--- src/rtl/timing_pkg.sv ---
// Shared types and constants for the timing-core memory loader.
package timing_pkg;
  localparam int DATA_W_DEF = 17;
  localparam int ADDR_W_DEF = 9;
  localparam int PPL_W      = 10;
  localparam int SEL_W      = 3;
  // word layout: active-pixel flag above a 16-bit timestamp
  localparam int ACTIVE_BIT = 16;
  localparam int TS_MSB     = 15;
  localparam int TS_LSB     = 0;

  typedef enum logic [2:0] {
    ST_IDLE,
    ST_LOAD,
    ST_DRAIN,
    ST_PAD,
    ST_DONE
  } state_t;
endpackage

--- src/rtl/timing_mem_loader_edge.sv ---
// Registered rising-edge detector for level request lines.
module edge_detector (
  input  logic clk_i,
  input  logic nrst_i,
  input  logic d,
  output logic rise
);
  logic d_q;

  always_ff @(posedge clk_i or negedge nrst_i)
    if (!nrst_i) d_q <= 1'b0;
    else         d_q <= d;

  assign rise = d & ~d_q;
endmodule

--- src/rtl/timing_mem_loader.sv ---
// Refills one timing-core memory bank per update_mem request from a word stream.
// Optional watchdog on a stalled stream: define LOADER_TIMEOUT_EN.
module timing_mem_loader import timing_pkg::*; #(
  parameter int                NUM_BANKS   = 2,
  parameter int                ADDR_W      = ADDR_W_DEF,
  parameter int                DATA_W      = DATA_W_DEF,
  parameter logic [DATA_W-1:0] PAD_WORD    = '0,
  parameter logic [15:0]       TIMEOUT_CYC = 16'hFFFF
)(
  input  logic              clk_i,
  input  logic              nrst_i,
  input  logic              update_mem_i,
  input  logic [PPL_W-1:0]  points_per_line_i,
  input  logic              s_valid_i,
  output logic              s_ready_o,
  input  logic [DATA_W-1:0] s_data_i,
  input  logic              s_last_i,
  output logic [ADDR_W-1:0] waddr_o,
  output logic [DATA_W-1:0] wdata_o,
  output logic              we_o,
  output logic [SEL_W-1:0]  memory_selector_o,
  output logic              mem_updated_o,
  output logic              busy_o,
  output logic              err_short_o,
`ifdef LOADER_TIMEOUT_EN
  output logic              err_timeout_o,
`endif
  output logic              err_long_o
);
  localparam int unsigned DEPTH = 1 << ADDR_W;

  state_t            state, nstate;
  logic [PPL_W-1:0]  n_q, idx;
  logic [SEL_W-1:0]  ptr;
  logic              pend, rise, hs, last_idx, take, n_zero, n_big, tmo;

  edge_detector u_req_edge (
    .clk_i  (clk_i),
    .nrst_i (nrst_i),
    .d      (update_mem_i),
    .rise   (rise)
  );

  assign s_ready_o     = (state == ST_LOAD) || (state == ST_DRAIN);
  assign mem_updated_o = (state == ST_DONE);
  assign busy_o        = (state != ST_IDLE);
  assign hs            = s_valid_i & s_ready_o;
  assign last_idx      = (idx == n_q - 1'b1);
  assign n_zero        = (points_per_line_i == '0);
  assign n_big         = 32'(points_per_line_i) > DEPTH;

`ifdef LOADER_TIMEOUT_EN
  logic [15:0] cnt;

  // tmo fires on the TIMEOUT_CYC-th consecutive cycle without a handshake
  assign tmo = s_ready_o && !hs && (cnt == TIMEOUT_CYC - 16'd1);

  always_ff @(posedge clk_i or negedge nrst_i)
    if (!nrst_i) begin
      cnt           <= '0;
      err_timeout_o <= 1'b0;
    end else begin
      if (!s_ready_o || hs) cnt <= '0;
      else                  cnt <= cnt + 16'd1;
      if (tmo) err_timeout_o <= 1'b1;
    end
`else
  assign tmo = 1'b0;
`endif

  always_ff @(posedge clk_i or negedge nrst_i)
    if (!nrst_i) state <= ST_IDLE;
    else         state <= nstate;

  always_comb begin
    nstate = state;
    take   = 1'b0;
    case (state)
      ST_IDLE:
        if (pend) begin
          take   = 1'b1;
          nstate = (n_zero || n_big) ? ST_DONE : ST_LOAD;
        end
      ST_LOAD:
        if (hs) begin
          if (last_idx)      nstate = s_last_i ? ST_DONE : ST_DRAIN;
          else if (s_last_i) nstate = ST_PAD;
        end else if (tmo) begin
          nstate = ST_PAD;
        end
      ST_DRAIN:
        if ((hs && s_last_i) || tmo) nstate = ST_DONE;
      ST_PAD:
        if (last_idx) nstate = ST_DONE;
      ST_DONE:  nstate = ST_IDLE;
      default:  nstate = ST_IDLE;
    endcase
  end

  always_ff @(posedge clk_i or negedge nrst_i)
    if (!nrst_i) begin
      pend              <= 1'b0;
      n_q               <= '0;
      idx               <= '0;
      ptr               <= '0;
      we_o              <= 1'b0;
      waddr_o           <= '0;
      wdata_o           <= '0;
      memory_selector_o <= '0;
      err_short_o       <= 1'b0;
      err_long_o        <= 1'b0;
    end else begin
      we_o <= 1'b0;
      // a new edge in the same cycle a request is taken stays pending
      pend <= rise | (pend & ~take);
      case (state)
        ST_IDLE:
          if (take) begin
            n_q               <= points_per_line_i;
            idx               <= '0;
            memory_selector_o <= ptr;
            if (n_big) err_long_o <= 1'b1;
          end
        ST_LOAD:
          if (hs) begin
            we_o    <= 1'b1;
            waddr_o <= ADDR_W'(idx);
            wdata_o <= s_data_i;
            if (!last_idx) idx <= idx + 1'b1;
            if (last_idx && !s_last_i) err_long_o  <= 1'b1;
            if (!last_idx && s_last_i) err_short_o <= 1'b1;
          end
        ST_PAD: begin
          we_o    <= 1'b1;
          waddr_o <= ADDR_W'(idx);
          wdata_o <= PAD_WORD;
          if (!last_idx) idx <= idx + 1'b1;
        end
        ST_DONE:
          ptr <= (ptr == SEL_W'(NUM_BANKS - 1)) ? '0 : ptr + 1'b1;
        default: ;
      endcase
    end
endmodule

--- config.mk ---
export PLATFORM = sky130hd
export DESIGN_NAME = timing_mem_loader
export DESIGN_NICKNAME = d
export VERILOG_FILES = /design/src/rtl/timing_pkg.sv /design/src/rtl/timing_mem_loader_edge.sv /design/src/rtl/timing_mem_loader.sv
export SDC_FILE = /design/constraint.sdc
export NUM_CORES = 1
export LEC_CHECK = 0
export BUFFER_PORTS_ARGS = -buffer_cell sky130_fd_sc_hd__buf_2
export CORE_MARGIN = 2
export CORE_UTILIZATION = 56
export DETAILED_ROUTE_END_ITERATION = 8
export PLACE_DENSITY = 0.83
export SLEW_MARGIN = 20
export SYNTH_ARGS = -nofsm -noshare
export SYNTH_HDL_FRONTEND = slang
export SYNTH_SLANG_ARGS = --single-unit
--- constraint.sdc ---
create_clock -name clk_i -period 7.1 [get_ports clk_i]
set_clock_uncertainty 0.2 [all_clocks]
set_input_delay 1.42 -clock clk_i [delete_from_list [all_inputs] [get_ports clk_i]]
set_output_delay 1.42 -clock clk_i [all_outputs]
set_load 0.01 [all_outputs]
==> metrics.log <==
[metrics] wire length after detailed routing: between 6 and 7 mm
[metrics] post-synth design cell area: roughly 2900 sq um
[metrics] Finished Cell Area: about 3400 sq um
[metrics] Design Power: between 1 and 1.5 mW
[metrics] relative slew slack: 0.311
[metrics] number of placed cells counting well taps: 426
[metrics] sequential area share after synthesis: 0.519
[metrics] final hold slack: ~0.22 ns
[metrics] number of enable-type register cells in the synthesized netlist: 0
[metrics] Detail Route Antenna Nets: 0
[metrics] vertical die dimension: 75.8 um
[metrics] Critical Setup Path Class: register to register
[metrics] boundary pin count: 67
[metrics] die area: ~5800 sq um
[metrics] critical path peak fanout: 16
[metrics] setup fix buffers added after clock tree synthesis: 0
[metrics] kind of capture point of the worst setup path: register
[metrics] largest cells by area after synthesis: sky130_fd_sc_hd__dfrtp_1, sky130_fd_sc_hd__nand2_1, sky130_fd_sc_hd__a22o_1, sky130_fd_sc_hd__xnor2_1, sky130_fd_sc_hd__xor2_1
[metrics] status: completed
[metrics] critical path buffer and inverter count: 1
[metrics] crit path setup slack, layout: 3.96 ns
[metrics] Clock H-tree levels: 3
[metrics] series of cell instances along the critical path: inv_1 > ha_1 > nor3b_1 > nand3_1 > a2111o_1 > nor3b_4 > nor2b_2 > o41ai_1
[metrics] count of synthesis-stage warnings from yosys: 0
[metrics] count of endpoints failing setup in the final report: 0
[metrics] share of the core filled with cells: 0.682
[metrics] final count of pins violating max slew: 0
[metrics] fmax: approximately 320 MHz
[metrics] Total GRT Usage: 0.239
[metrics] Starting Density: 0.573
[metrics] pin count of the biggest net entering global routing: between 60 and 70
[metrics] area share of the largest cell type after synthesis: 0.519
[metrics] maximum root-to-sink buffer count: 2
[metrics] GRT Residual Overflow: 0
[metrics] Post-Syn Instances: 303
[metrics] # clock sinks: 60
[metrics] Resized cells post-CTS: 0
[metrics] type of element launching the critical path: register
[metrics] class of the worst hold path: register to register
[metrics] setup repair after global routing missed its margin: false
[metrics] Least-Margin Pin Slew: 1.03 ns
[metrics] latest clock arrival within the worst-skew pair: roughly 0.34 ns
[metrics] number of antenna violations at the first check in global routing: 0
[metrics] Synth area leader: sky130_fd_sc_hd__dfrtp_1
[metrics] clock buffer count from CTS: 9
[metrics] drt first-iter violations: about 200
[metrics] slowest library cell on the worst path: sky130_fd_sc_hd__nor3b_4
[metrics] worst-case vdd ir drop: between 0.0002 and 0.0003 V
[metrics] number of nets produced by synthesis: ~340
[metrics] data required time at the worst endpoint: roughly 7 ns
[metrics] filler-free cell count of the finished design: ~440
[metrics] shortest clock period the worst path allows after layout: ~3.1 ns
[metrics] final RePlAce weighted congestion: between 0.8 and 0.9
[metrics] quantity of I/O buffers inserted on ports: 66
[metrics] Die Wd: between 70 and 80 um
[metrics] area added between synthesis and finish: 18.9%
[metrics] dpl cell area: 3270 sq um
[metrics] max-cap violation count: 0
[metrics] register bit count reported by yosys: 60
[metrics] post-route fraction of the period consumed by the critical path: 0.443
[metrics] final routed DRC violation total: 0
[metrics] Core Rows: 26
[metrics] Layout Nets: approximately 400
[metrics] Clock Tree Root: sky130_fd_sc_hd__clkbuf_8
[metrics] ys async rst share: 1.00
[metrics] CTS tree: built
[metrics] distinct cell type count of the synthesized netlist: 53
[metrics] antenna diode count: 0
[metrics] fraction of layout instances using a drive strength above 1: 0.242
[metrics] core region area: approximately 5000 sq um
[metrics] filler cell count in the final layout: 397
[metrics] vias in the first global route: ~2200
[metrics] Pwr Density: between 300 and 400 nW/um^2
[metrics] largest stage delay on the critical path: 0.60 ns
[metrics] sum of net half-perimeters after detailed placement: between 4 and 5 mm
[metrics] Sum Neg Setup Slack: 0 ns
[metrics] global-route wire length before repair: a little over 10 mm
[metrics] worst slack, placed: 3.98 ns
[metrics] count of vias placed by the detailed router: 2379
[metrics] Avg Synthesized Cell Area: roughly 9.5 sq um
[metrics] leakage dissipation: about 1.7 nW
[metrics] most used flip-flop cell after synthesis: sky130_fd_sc_hd__dfrtp_1
[metrics] routed vias/inst: about 5.4
[metrics] clock slew at reported path FFs: roughly 0.06 ns
[metrics] detailed-router iteration count before antenna repair: 4
[metrics] arrival time at the worst endpoint: ~3.2 ns
[metrics] cts-stage hold buffer count: 0
[metrics] wire length per cell: ~14 um
[metrics] number of failing hold endpoints at the final stage: 0
[metrics] Top Family by Delay on Critical Path: simple AND/OR/NAND/NOR gates
layout by cell type, fill, tap and decap left out, types with 8 or more instances in the layout:
| cell type | Yosys | layout |
|---|---|---|
| sky130_fd_sc_hd__clkbuf_8 | 0 | 10 |
| sky130_fd_sc_hd__inv_1 | 8 | 8 |
| sky130_fd_sc_hd__buf_2 | 1 | 66 |
| sky130_fd_sc_hd__o21ai_0 | 10 | 9 |
| sky130_fd_sc_hd__a22o_1 | 17 | 17 |
| sky130_fd_sc_hd__nand2_1 | 83 | 83 |
| sky130_fd_sc_hd__nand3_1 | 8 | 8 |
| sky130_fd_sc_hd__xnor2_1 | 8 | 8 |
| sky130_fd_sc_hd__nor2_1 | 14 | 14 |
| sky130_fd_sc_hd__dfrtp_1 | 60 | 60 |
cell families after synthesis:
kind of cell	share of synthesized area
AO/OA/AOI/OAI	0.134
XOR/XNOR	0.0455
adder cells (fa/ha/maj)	0.00866
buffers and inverters	0.0329
flip-flops	0.519
multiplexers	0.0173
AND/OR/NAND/NOR	0.242
registers in the layout, summed over array words and instances, names as in the netlist:
signal             cells
ptr                    3
memory_selector_o      3
wdata_o               17
err_long_o             1
u_req_edge.d_q         1
idx                   10
n_q                   10
we_o                   1
waddr_o                9
pend                   1
state                  3
err_short_o            1
area by class of cell:
type	instances	area [sq um]	area share
sequential	60	1500	0.437
multi-input combinational	220	1300	0.379
timing repair buffer	68	345	0.100
clock buffer	12	145	0.0422
tap	70	87.6	0.0255
inverter	8	30.0	0.00874
clock inverter	4	25.0	0.00728
worst paths after layout:
kind	from	endpoint	slack, ns	depth (start not counted)
max in group asynchronous	nrst_i	wdata_o[7]	5.18	2
worst max-delay path	n_q[0]	err_long_o	3.96	8
worst max register to register	n_q[0]	err_long_o	3.96	8
min in group asynchronous	nrst_i	n_q[8]	1.03	2
worst min-delay path	u_req_edge.d_q	pend	0.22	1
worst min register to register	u_req_edge.d_q	pend	0.22	1
routing by layer:
metal | up-vias | routed length (um) | global-route usage | part of all wire
li1 | 1169 | - | - | -
met1 | 1137 | 2880 | 0.343 | 0.46
met2 | 66 | 3010 | 0.345 | 0.48
met3 | 7 | 325 | 0.0675 | 0.052
met4 | 0 | 75 | 0.0897 | 0.012
met5 | - | 0 | 0 | 0
power by group:
group	internal [mW]	switching [mW]	leakage [nW]
logic	0.231	0.303	0.874
clock network	0.135	0.129	0.0824
registers	0.447	0.114	0.774
cell usage after synthesis (2+ instances only):
| cell type | count |
|---|---|
| sky130_fd_sc_hd__nor3_1 | 5 |
| sky130_fd_sc_hd__nor2_2 | 2 |
| sky130_fd_sc_hd__a22o_1 | 17 |
| sky130_fd_sc_hd__o211ai_1 | 2 |
| sky130_fd_sc_hd__xnor2_1 | 8 |
| sky130_fd_sc_hd__or3_1 | 3 |
| sky130_fd_sc_hd__a22oi_1 | 2 |
| sky130_fd_sc_hd__ha_1 | 2 |
| sky130_fd_sc_hd__nand2_1 | 83 |
| sky130_fd_sc_hd__nand4_1 | 2 |
| sky130_fd_sc_hd__nor3b_1 | 5 |
| sky130_fd_sc_hd__nand2b_1 | 5 |
| sky130_fd_sc_hd__nor4_1 | 3 |
| sky130_fd_sc_hd__dfrtp_1 | 60 |
| sky130_fd_sc_hd__xor2_1 | 7 |
| sky130_fd_sc_hd__inv_1 | 8 |
| sky130_fd_sc_hd__a21oi_1 | 5 |
| sky130_fd_sc_hd__nand3_1 | 8 |
| sky130_fd_sc_hd__nor2_1 | 14 |
| sky130_fd_sc_hd__clkbuf_1 | 12 |
| sky130_fd_sc_hd__o21ai_0 | 10 |
| sky130_fd_sc_hd__o31ai_1 | 2 |
| sky130_fd_sc_hd__and2_1 | 4 |
| sky130_fd_sc_hd__mux2i_1 | 5 |
No activity file was read; power rests on OpenSTA's default activity.
